<file path="config.mk">
export PLATFORM = sky130hd
export DESIGN_NAME = orv64_napot_encode
export DESIGN_NICKNAME = d
export VERILOG_FILES = /design/src/rtl/orv64_param_pkg.sv /design/src/rtl/orv64_typedef_pkg.sv /design/src/rtl/orv64_napot_fmt.sv /design/src/rtl/orv64_napot_encode.sv
export SDC_FILE = /design/constraint.sdc
export NUM_CORES = 1
export LEC_CHECK = 0
export CAP_MARGIN = 20
export CORE_AREA = 2 2 137 166
export DETAILED_ROUTE_END_ITERATION = 10
export DIE_AREA = 0 0 139 168
export GPL_TIMING_DRIVEN = 0
export PLACE_DENSITY = 0.81
export SLEW_MARGIN = 40
export SYNTH_ARGS = -nofsm -noshare
export SYNTH_HDL_FRONTEND = slang
export SYNTH_SLANG_ARGS = --single-unit
</file>
<file path="constraint.sdc">
create_clock -name clk -period 4 [get_ports clk]
set_input_delay 0.4 -clock clk [delete_from_list [all_inputs] [get_ports clk]]
set_output_delay 0.4 -clock clk [all_outputs]
set_load 0.02 [all_outputs]
</file>
<file path="src/rtl/orv64_param_pkg.sv">
// rtl/orv64_param_pkg.sv - core-wide size parameters
package orv64_param_pkg;
    localparam int ORV64_PHY_ADDR_WIDTH = 56;
endpackage

</file>
<file path="src/rtl/orv64_typedef_pkg.sv">
// rtl/orv64_typedef_pkg.sv - shared physical address and PMP CSR types
package orv64_typedef_pkg;
    import orv64_param_pkg::*;

    typedef logic [ORV64_PHY_ADDR_WIDTH-1:0] orv64_paddr_t;

    typedef enum logic [1:0] {
        PMP_OFF   = 2'b00,
        PMP_TOR   = 2'b01,
        PMP_NA4   = 2'b10,
        PMP_NAPOT = 2'b11
    } orv64_pmp_addr_mode_t;

    // pmpaddr holds paddr[PAW-1:2]; upper bits of the 64-bit CSR are reserved
    typedef struct packed {
        logic [63-(ORV64_PHY_ADDR_WIDTH-2):0] rsvd;
        logic [ORV64_PHY_ADDR_WIDTH-3:0]      addr;
    } orv64_csr_pmpaddr_t;

    localparam int ORV64_NAPOT_KW = $clog2(ORV64_PHY_ADDR_WIDTH + 1);
endpackage

</file>
<file path="src/rtl/orv64_napot_fmt.sv">
// rtl/orv64_napot_fmt.sv - turns region size exponent and base into pmpaddr/mode
module orv64_napot_fmt
    import orv64_param_pkg::*;
    import orv64_typedef_pkg::*;
(
    input  logic [ORV64_NAPOT_KW-1:0] k_i,
    input  orv64_paddr_t              base_i,
    input  logic                      neg_i,
    input  logic                      bad_i,
    output orv64_csr_pmpaddr_t        pmpaddr_o,
    output orv64_pmp_addr_mode_t      mode_o,
    output logic                      err_o
);
    localparam int PAW = ORV64_PHY_ADDR_WIDTH;
    localparam int KW  = ORV64_NAPOT_KW;

    logic         err;
    orv64_paddr_t napot;

    always_comb begin
        err       = neg_i | bad_i | (k_i < KW'(2));
        napot     = base_i | ~({PAW{1'b1}} << (k_i - KW'(1)));
        pmpaddr_o = '0;
        mode_o    = PMP_OFF;
        if (!err) begin
            if (k_i == KW'(2)) begin
                mode_o         = PMP_NA4;
                pmpaddr_o.addr = base_i[PAW-1:2];
            end else if (k_i == KW'(PAW)) begin
                // whole space has no zero bit above the ones run
                mode_o         = PMP_NAPOT;
                pmpaddr_o.addr = '1;
            end else begin
                mode_o         = PMP_NAPOT;
                pmpaddr_o.addr = napot[PAW-1:2];
            end
        end
        err_o = err;
    end
endmodule

</file>
<file path="src/rtl/orv64_napot_encode.sv">
// rtl/orv64_napot_encode.sv - serial [base,bounds] to pmpaddr NA4/NAPOT encoder
module orv64_napot_encode
    import orv64_param_pkg::*;
    import orv64_typedef_pkg::*;
(
    input  logic                 clk,
    input  logic                 rst,
    input  logic                 req_valid,
    output logic                 req_ready,
    input  orv64_paddr_t         req_base,
    input  orv64_paddr_t         req_bounds,
    output logic                 rsp_valid,
    input  logic                 rsp_ready,
    output orv64_csr_pmpaddr_t   rsp_pmpaddr,
    output orv64_pmp_addr_mode_t rsp_mode,
    output logic                 rsp_err
);
    localparam int PAW = ORV64_PHY_ADDR_WIDTH;
    localparam int KW  = ORV64_NAPOT_KW;

    typedef enum logic [1:0] {ST_IDLE, ST_SCAN, ST_DONE} state_e;

    state_e               state_q, state_d;
    orv64_paddr_t         base_q, base_d;
    orv64_paddr_t         size_m1_q, size_m1_d;
    logic                 neg_q, neg_d;
    logic                 ones_done_q, ones_done_d;
    logic                 bad_q, bad_d;
    logic [KW-1:0]        k_q, k_d;
    logic [KW-1:0]        idx_q, idx_d;
    logic                 rsp_valid_q, rsp_valid_d;
    orv64_csr_pmpaddr_t   rsp_pmpaddr_q, rsp_pmpaddr_d;
    orv64_pmp_addr_mode_t rsp_mode_q, rsp_mode_d;
    logic                 rsp_err_q, rsp_err_d;

    orv64_csr_pmpaddr_t   fmt_pmpaddr;
    orv64_pmp_addr_mode_t fmt_mode;
    logic                 fmt_err;
    logic [PAW:0]         diff;

    orv64_napot_fmt u_fmt (
        .k_i       (k_q),
        .base_i    (base_q),
        .neg_i     (neg_q),
        .bad_i     (bad_q),
        .pmpaddr_o (fmt_pmpaddr),
        .mode_o    (fmt_mode),
        .err_o     (fmt_err)
    );

    always_ff @(posedge clk) begin
        if (rst) begin
            state_q       <= ST_IDLE;
            base_q        <= '0;
            size_m1_q     <= '0;
            neg_q         <= 1'b0;
            ones_done_q   <= 1'b0;
            bad_q         <= 1'b0;
            k_q           <= '0;
            idx_q         <= '0;
            rsp_valid_q   <= 1'b0;
            rsp_pmpaddr_q <= '0;
            rsp_mode_q    <= PMP_OFF;
            rsp_err_q     <= 1'b0;
        end else begin
            state_q       <= state_d;
            base_q        <= base_d;
            size_m1_q     <= size_m1_d;
            neg_q         <= neg_d;
            ones_done_q   <= ones_done_d;
            bad_q         <= bad_d;
            k_q           <= k_d;
            idx_q         <= idx_d;
            rsp_valid_q   <= rsp_valid_d;
            rsp_pmpaddr_q <= rsp_pmpaddr_d;
            rsp_mode_q    <= rsp_mode_d;
            rsp_err_q     <= rsp_err_d;
        end
    end

    always_comb begin
        state_d       = state_q;
        base_d        = base_q;
        size_m1_d     = size_m1_q;
        neg_d         = neg_q;
        ones_done_d   = ones_done_q;
        bad_d         = bad_q;
        k_d           = k_q;
        idx_d         = idx_q;
        rsp_valid_d   = rsp_valid_q;
        rsp_pmpaddr_d = rsp_pmpaddr_q;
        rsp_mode_d    = rsp_mode_q;
        rsp_err_d     = rsp_err_q;
        diff          = {1'b0, req_bounds} - {1'b0, req_base};
        case (state_q)
            ST_IDLE: begin
                if (req_valid) begin
                    base_d      = req_base;
                    size_m1_d   = diff[PAW-1:0];
                    neg_d       = diff[PAW];
                    ones_done_d = 1'b0;
                    bad_d       = 1'b0;
                    k_d         = '0;
                    idx_d       = '0;
                    state_d     = ST_SCAN;
                end
            end
            ST_SCAN: begin
                // trailing ones of size_m1 give k; any later one, or a base bit under the run, is an error
                if (!ones_done_q) begin
                    if (size_m1_q[idx_q]) begin
                        k_d = idx_q + KW'(1);
                        if (base_q[idx_q]) bad_d = 1'b1;
                    end else begin
                        ones_done_d = 1'b1;
                    end
                end else if (size_m1_q[idx_q]) begin
                    bad_d = 1'b1;
                end
                if (idx_q == KW'(PAW - 1)) state_d = ST_DONE;
                else                       idx_d   = idx_q + KW'(1);
            end
            ST_DONE: begin
                if (!rsp_valid_q) begin
                    rsp_valid_d   = 1'b1;
                    rsp_pmpaddr_d = fmt_pmpaddr;
                    rsp_mode_d    = fmt_mode;
                    rsp_err_d     = fmt_err;
                end else if (rsp_ready) begin
                    rsp_valid_d = 1'b0;
                    state_d     = ST_IDLE;
                end
            end
            default: state_d = ST_IDLE;
        endcase
    end

    assign req_ready   = (state_q == ST_IDLE);
    assign rsp_valid   = rsp_valid_q;
    assign rsp_pmpaddr = rsp_pmpaddr_q;
    assign rsp_mode    = rsp_mode_q;
    assign rsp_err     = rsp_err_q;
endmodule

</file>
### Yosys cells after proc, flatten, opt, wreduce, memory -nomap -nowiden

Index checks and enable logic that the tools add are counted.

* logic and storage cells: 76
* output and inout bits: 69
* flip-flop bits (word level): 187
* input bits: 116

* shift operators: 1
* muxes and demuxes: 31
* reductions and logical operators: 9
* equality and inequality tests: 13
* bitwise gates (word level): 5
* order comparisons: 2
* add/sub/neg operators: 3

Operators by type and width (number)
* 54-bit 2-to-1 mux: 3
* 56-bit by 56-bit subtractor with 57-bit output: 1
* 56-bit NOT: 1
* 56-bit OR: 1
* 56-bit by 6-bit << shifter with 56-bit output (first input constant): 1
* 6-bit 2-to-1 mux: 4
* 6-bit case mux with 2 select lines: 2
* 2-bit != test (second input constant): 7
* 1-bit binary-select mux with 6-bit select: 2
* 6-bit equality test (second input constant): 2
* 1-bit 2-to-1 mux: 12
* 4-bit AND reduction: 3
* 2-bit 2-to-1 mux: 5
* 6-bit by 7-bit less-than comparator with 1-bit output (second input constant): 1
* 6-bit by 1-bit adder with 6-bit output (second input constant): 1
* 6-bit by 2-bit equality test with 1-bit output (second input constant): 1
* 6-bit by 2-bit less-than comparator with 1-bit output (second input constant): 1
* 2-bit case mux with 3 select lines: 1
* 2-bit AND reduction: 3
* 6-bit by 1-bit subtractor with 6-bit output (second input constant): 1
* 1-bit case mux with 2 select lines: 2
* 3-bit != test (second input constant): 1
* 3-bit AND reduction: 1
* 2-bit by 1-bit equality test with 1-bit output (second input constant): 1
* 5 further kinds: 6

### Depth between registers and ports, before layout

* depth in word-level cells: 7
* gate-level depth with buffers: 12
* mapped depth without buffers: 12

### Modules after synthesis

A second synthesis with hierarchy kept.

* cell total of the unflattened synthesis: 1697
* area total of the unflattened synthesis: 12682.2 um2

By module, submodules not included
* orv64_napot_encode: area an instance 11233.3 um2, cells each 1453, sequential area each 3943.8 um2, instances 1
* orv64_napot_fmt: area an instance 1448.9 um2, cells each 244, sequential area each 0.0 um2, instances 1

### Worst setup path before layout

Ideal clock, no wire load.

* path type: in2reg
* start: input port req_bounds[0]
* end: register size_m1_q[52]
* arrival time: 3.008 ns
* slack: 0.917 ns
* buffers on the path: 0
* stages: 12
* setup time: 0.074 ns
* required time: 3.926 ns
* path through: inv_1 ha_1 fa_1 nor2b_1 o211ai_1 a21o_1 nor3_1 o311ai_1 a2111oi_2 o21ai_1 or4_1 a31oi_1

* cells in the longest elaborated chain, start to end: 1

Ends and longest elaborated chain
* start: declaration: RTL line orv64_napot_encode.sv:11 `input orv64_paddr_t req_bounds,`
* 56-bit by 56-bit subtractor with 57-bit output: RTL line orv64_napot_encode.sv:94 `diff = {1'b0, req_bounds} - {1'b0, req_base};`
* end signal: assignment: RTL line orv64_napot_encode.sv:68 `size_m1_q <= size_m1_d;`
* end: declaration: RTL line orv64_napot_encode.sv:25 `orv64_paddr_t size_m1_q, size_m1_d;`

Every way passes these cells.
A chain may end at the register's enable or synchronous reset.

### Worst setup path in the final report

* start: input port req_base[31]
* end: register size_m1_q[50]

* cells in the longest elaborated chain, start to end: 1

Ends and longest elaborated chain
* start: declaration: RTL line orv64_napot_encode.sv:10 `input orv64_paddr_t req_base,`
* 56-bit by 56-bit subtractor with 57-bit output: RTL line orv64_napot_encode.sv:94

Every way passes these cells.

==> results by group <==
Route
  – DRC violations left: 0
  – Routed len/inst: 20.40 µm
  – Drt via density: 6.001
  – Antenna-violating nets left: 0
  – Vias: 12,090
  – Drt initial violations: 965
  – Post-Route WL: 41,090 µm
  – DRT Pass-1 Iters: 5

Worst setup path
  – Largest stage delay on the critical path: 600 ps
  – Worst Path Buf+Inv: 3
  – CP arrival: 4220 ps
  – Crit Path Category: primary input to register
  – CP required: 4380 ps
  – Crit-path cells: clkdlybuf4s50_1 -> inv_1 -> ha_1 -> clkbuf_1 -> and4_1 -> nor2b_1 -> nand4_1 -> a21oi_1 -> a211oi_1 -> o31ai_2 -> a21oi_1 -> or4_1 -> nand3_1
  – Slowest cell on crit path: clkdlybuf4s50_1
  – Crit path max fanout: 9
  – Most used cell, CP: a21oi_1
  – Worst setup EP type: register
  – Critical path's top delay family: simple AND/OR/NAND/NOR gates
  – Startpoint Class: primary input

Global route
  – First-pass GRT wire length: 62,270 µm
  – Number of global-route vias before repair: 11,680
  – Initial antenna violation count: 0
  – Largest net degree at the start of global routing: 19
  – Gr usage total: 34.11%
  – Gr ovfl total: 0

Logic synthesis
  – Post-synth EDFFs: 0
  – Async SR Flop Fraction: 0%
  – Synth Instances: 1,522
  – Seq/Total Area, Yosys: 31.64%
  – Synth Flop Type: dfxtp_1
  – Cell taking the most area after synthesis: dfxtp_1
  – Synthesized area: 11,830 µm²
  – Post-synth top area share: 31.64%
  – Avg Cell Area, Syn: 7.774 µm²
  – Ys Warns: 0
  – Yosys reg bits: 187
  – Largest cells by area after synthesis: dfxtp_1 (32%), a21oi_1 (11%), nand2_1 (8.7%)
  – Distinct cell type count after synthesis: 71

Finish
  – Nets@finish: 1,903
  – Util after Layout: 66.47%
  – Antenna Cells: 0
  – Most frequent cells in the layout: nand2_1 (275), a21oi_1 (249), dfxtp_1 (187), clkdlybuf4s50_1 (173), nor2_1 (99)
  – Commonest non-fill, non-tap cell in the layout: nand2_1
  – Design area: 14,570 µm²
  – Final cell count without fillers: 2,014
  – Layout area overhead: 23.16%
  – Share of layout cells above drive strength 1: 5.476%

Power and ir drop
  – Leak Pwr: 5.704 nW
  – Worst vdd ir: 0.0002476 V
  – PwrDens: 341.4 nW/µm²

Timing
  – Setup Skew: 14.57 ps
  – Final hold vios: 0
  – Final Cycle Share: 95.81%
  – Tmin final: 3832 ps
  – Final Max Slew Viols: 0
  – Final setup viols: 0
  – Relative max-transition margin: 42.31%
  – Worst-Margin Slew: 858.1 ps
  – Unrepaired setup endpoints after global routing: no
  – Fmax: 0.2609 GHz

Place
  – HPWL after DPL: 33,230 µm
  – Placed Area: 13,960 µm²
  – GP Congestion: 1.015
  – Placed cell count: 1,983
  – IO Port Bufs: 173

Clocking
  – CTS max path bufs: 2
  – Clk Latency, worst-skew pair: 440 ps
  – Num CTS Buffers: 17
  – CTS tree: yes
  – Hold buffers post-CTS: 0
  – Worst-path clk slew: 80 ps
  – # H-tree levels: 4
  – Root Buffer: clkbuf_16
  – CTS sink cnt: 187

Die
  – Die area: 23,350 µm²
  – Die H: 168 µm
  – FP Rows: 60
  – Initial Utilization: 53.97%
  – Die X: 139 µm
  – Core Area: 21,920 µm²
  – # IOs: 185

Worst hold path
  – Worst Hold Class: register to register

Status
  – Status: finished clean

Job
  – Maxcap violations: 0
[final timing paths]
| kind | start | endpoint | slack, ps | depth (start not counted) |
|---|---|---|---|---|
| worst max-delay path | req_base[31] | size_m1_q[50] | 170 | 13 |
| worst min register to register | size_m1_q[27] | size_m1_q[27] | 450 | 2 |
| worst max register to register | idx_q[1] | bad_q | 850 | 10 |
| worst min-delay path | size_m1_q[27] | size_m1_q[27] | 450 | 2 |
[state kept, by name (all words and copies together), names as in the netlist]
register	cells
rsp_pmpaddr	54
idx_q	6
bad_q	1
rsp_err	1
size_m1_q	56
neg_q	1
rsp_valid	1
base_q	56
state_q	2
rsp_mode	2
k_q	6
ones_done_q	1
[what timing repair did]
| action | 4_1_cts | 5_1_grt |
|---|---|---|
| endpoints found under the setup margin | 0 | 1 |
| setup buffers | 0 | 0 |
| resized for setup | 0 | 1 |
| endpoints found under the hold margin | 0 | 0 |
[report_power, final]
group	switching [W]	internal (W)
logic	0.000688	0.000501
registers	0.0000649	0.00195
clock network	0.000817	0.000949
[synth_stat cells, drive strengths merged (4+ instances only)]
library cell,n
a21o,26
xor2,22
or2,5
ha,63
nor2b,12
a211oi,15
and2,12
and3,8
nand4,15
mux4,34
mux2i,11
clkbuf,71
a22o,12
nor3,22
o211ai,7
a31oi,16
o31ai,11
buf,28
a21boi,4
inv,80
nor2,100
xnor2,27
o21ai,92
a21oi,249
a2111oi,4
a32o,4
nand2b,6
nand2,275
or3,9
nor4,4
o21bai,11
nand3,24
dfxtp,187
o21a,10
[layer usage]
metal	GRT usage [%]	vias up	part of all wire, %
met1	40.76	5710	40
met4	18.80	0	5.4
met3	2.958	119	5.5
met2	60.61	483	49
li1	-	5775	-
met5	0	-	0
[worst register-to-register path, delay by kind of cell (launching register included)]
kind / cells / cell delay [ps]
AO/OA/AOI/OAI: 1 / 130
buffers and inverters: 3 / 870
flip-flops: 1 / 340
multiplexers: 3 / 1480
AND/OR/NAND/NOR: 3 / 210
[metrics by stage]
stage / hold slack [ps] / total power [W] / setup WS (ps) / TNS [ps]
floorplan: 420.4 / 0.002812 / 917.4 / 0
global placement: 435.2 / 0.003205 / -493.1 / -2642
detailed placement: 442.6 / 0.003222 / -359.7 / -861.6
CTS: 450.7 / 0.004949 / 88.58 / 0
global route: 469.8 / 0.005148 / 22.54 / 0
finish: 451.3 / 0.004974 / 167.8 / 0
[cell type report]
cell class	count	area (µm²)
multi-input combinational	1162	7305
timing repair buffer	173	1732
fill	1958	7350
clock inverter	14	178.9
sequential	187	3744
buffer	100	530.5
tap	279	349.1
clock buffer	17	425.4
inverter	82	307.8
[cells by family after synthesis]
kind of cell             share of synthesized area [%]
XOR/XNOR                                         3.627
flip-flops                                       31.64
other                                          0.03170
AO/OA/AOI/OAI                                    24.40
AND/OR/NAND/NOR                                  18.35
buffers and inverters                            7.085
adder cells (fa/ha/maj)                          6.832
multiplexers                                     8.037
No activity file was read; power rests on OpenSTA's default activity.
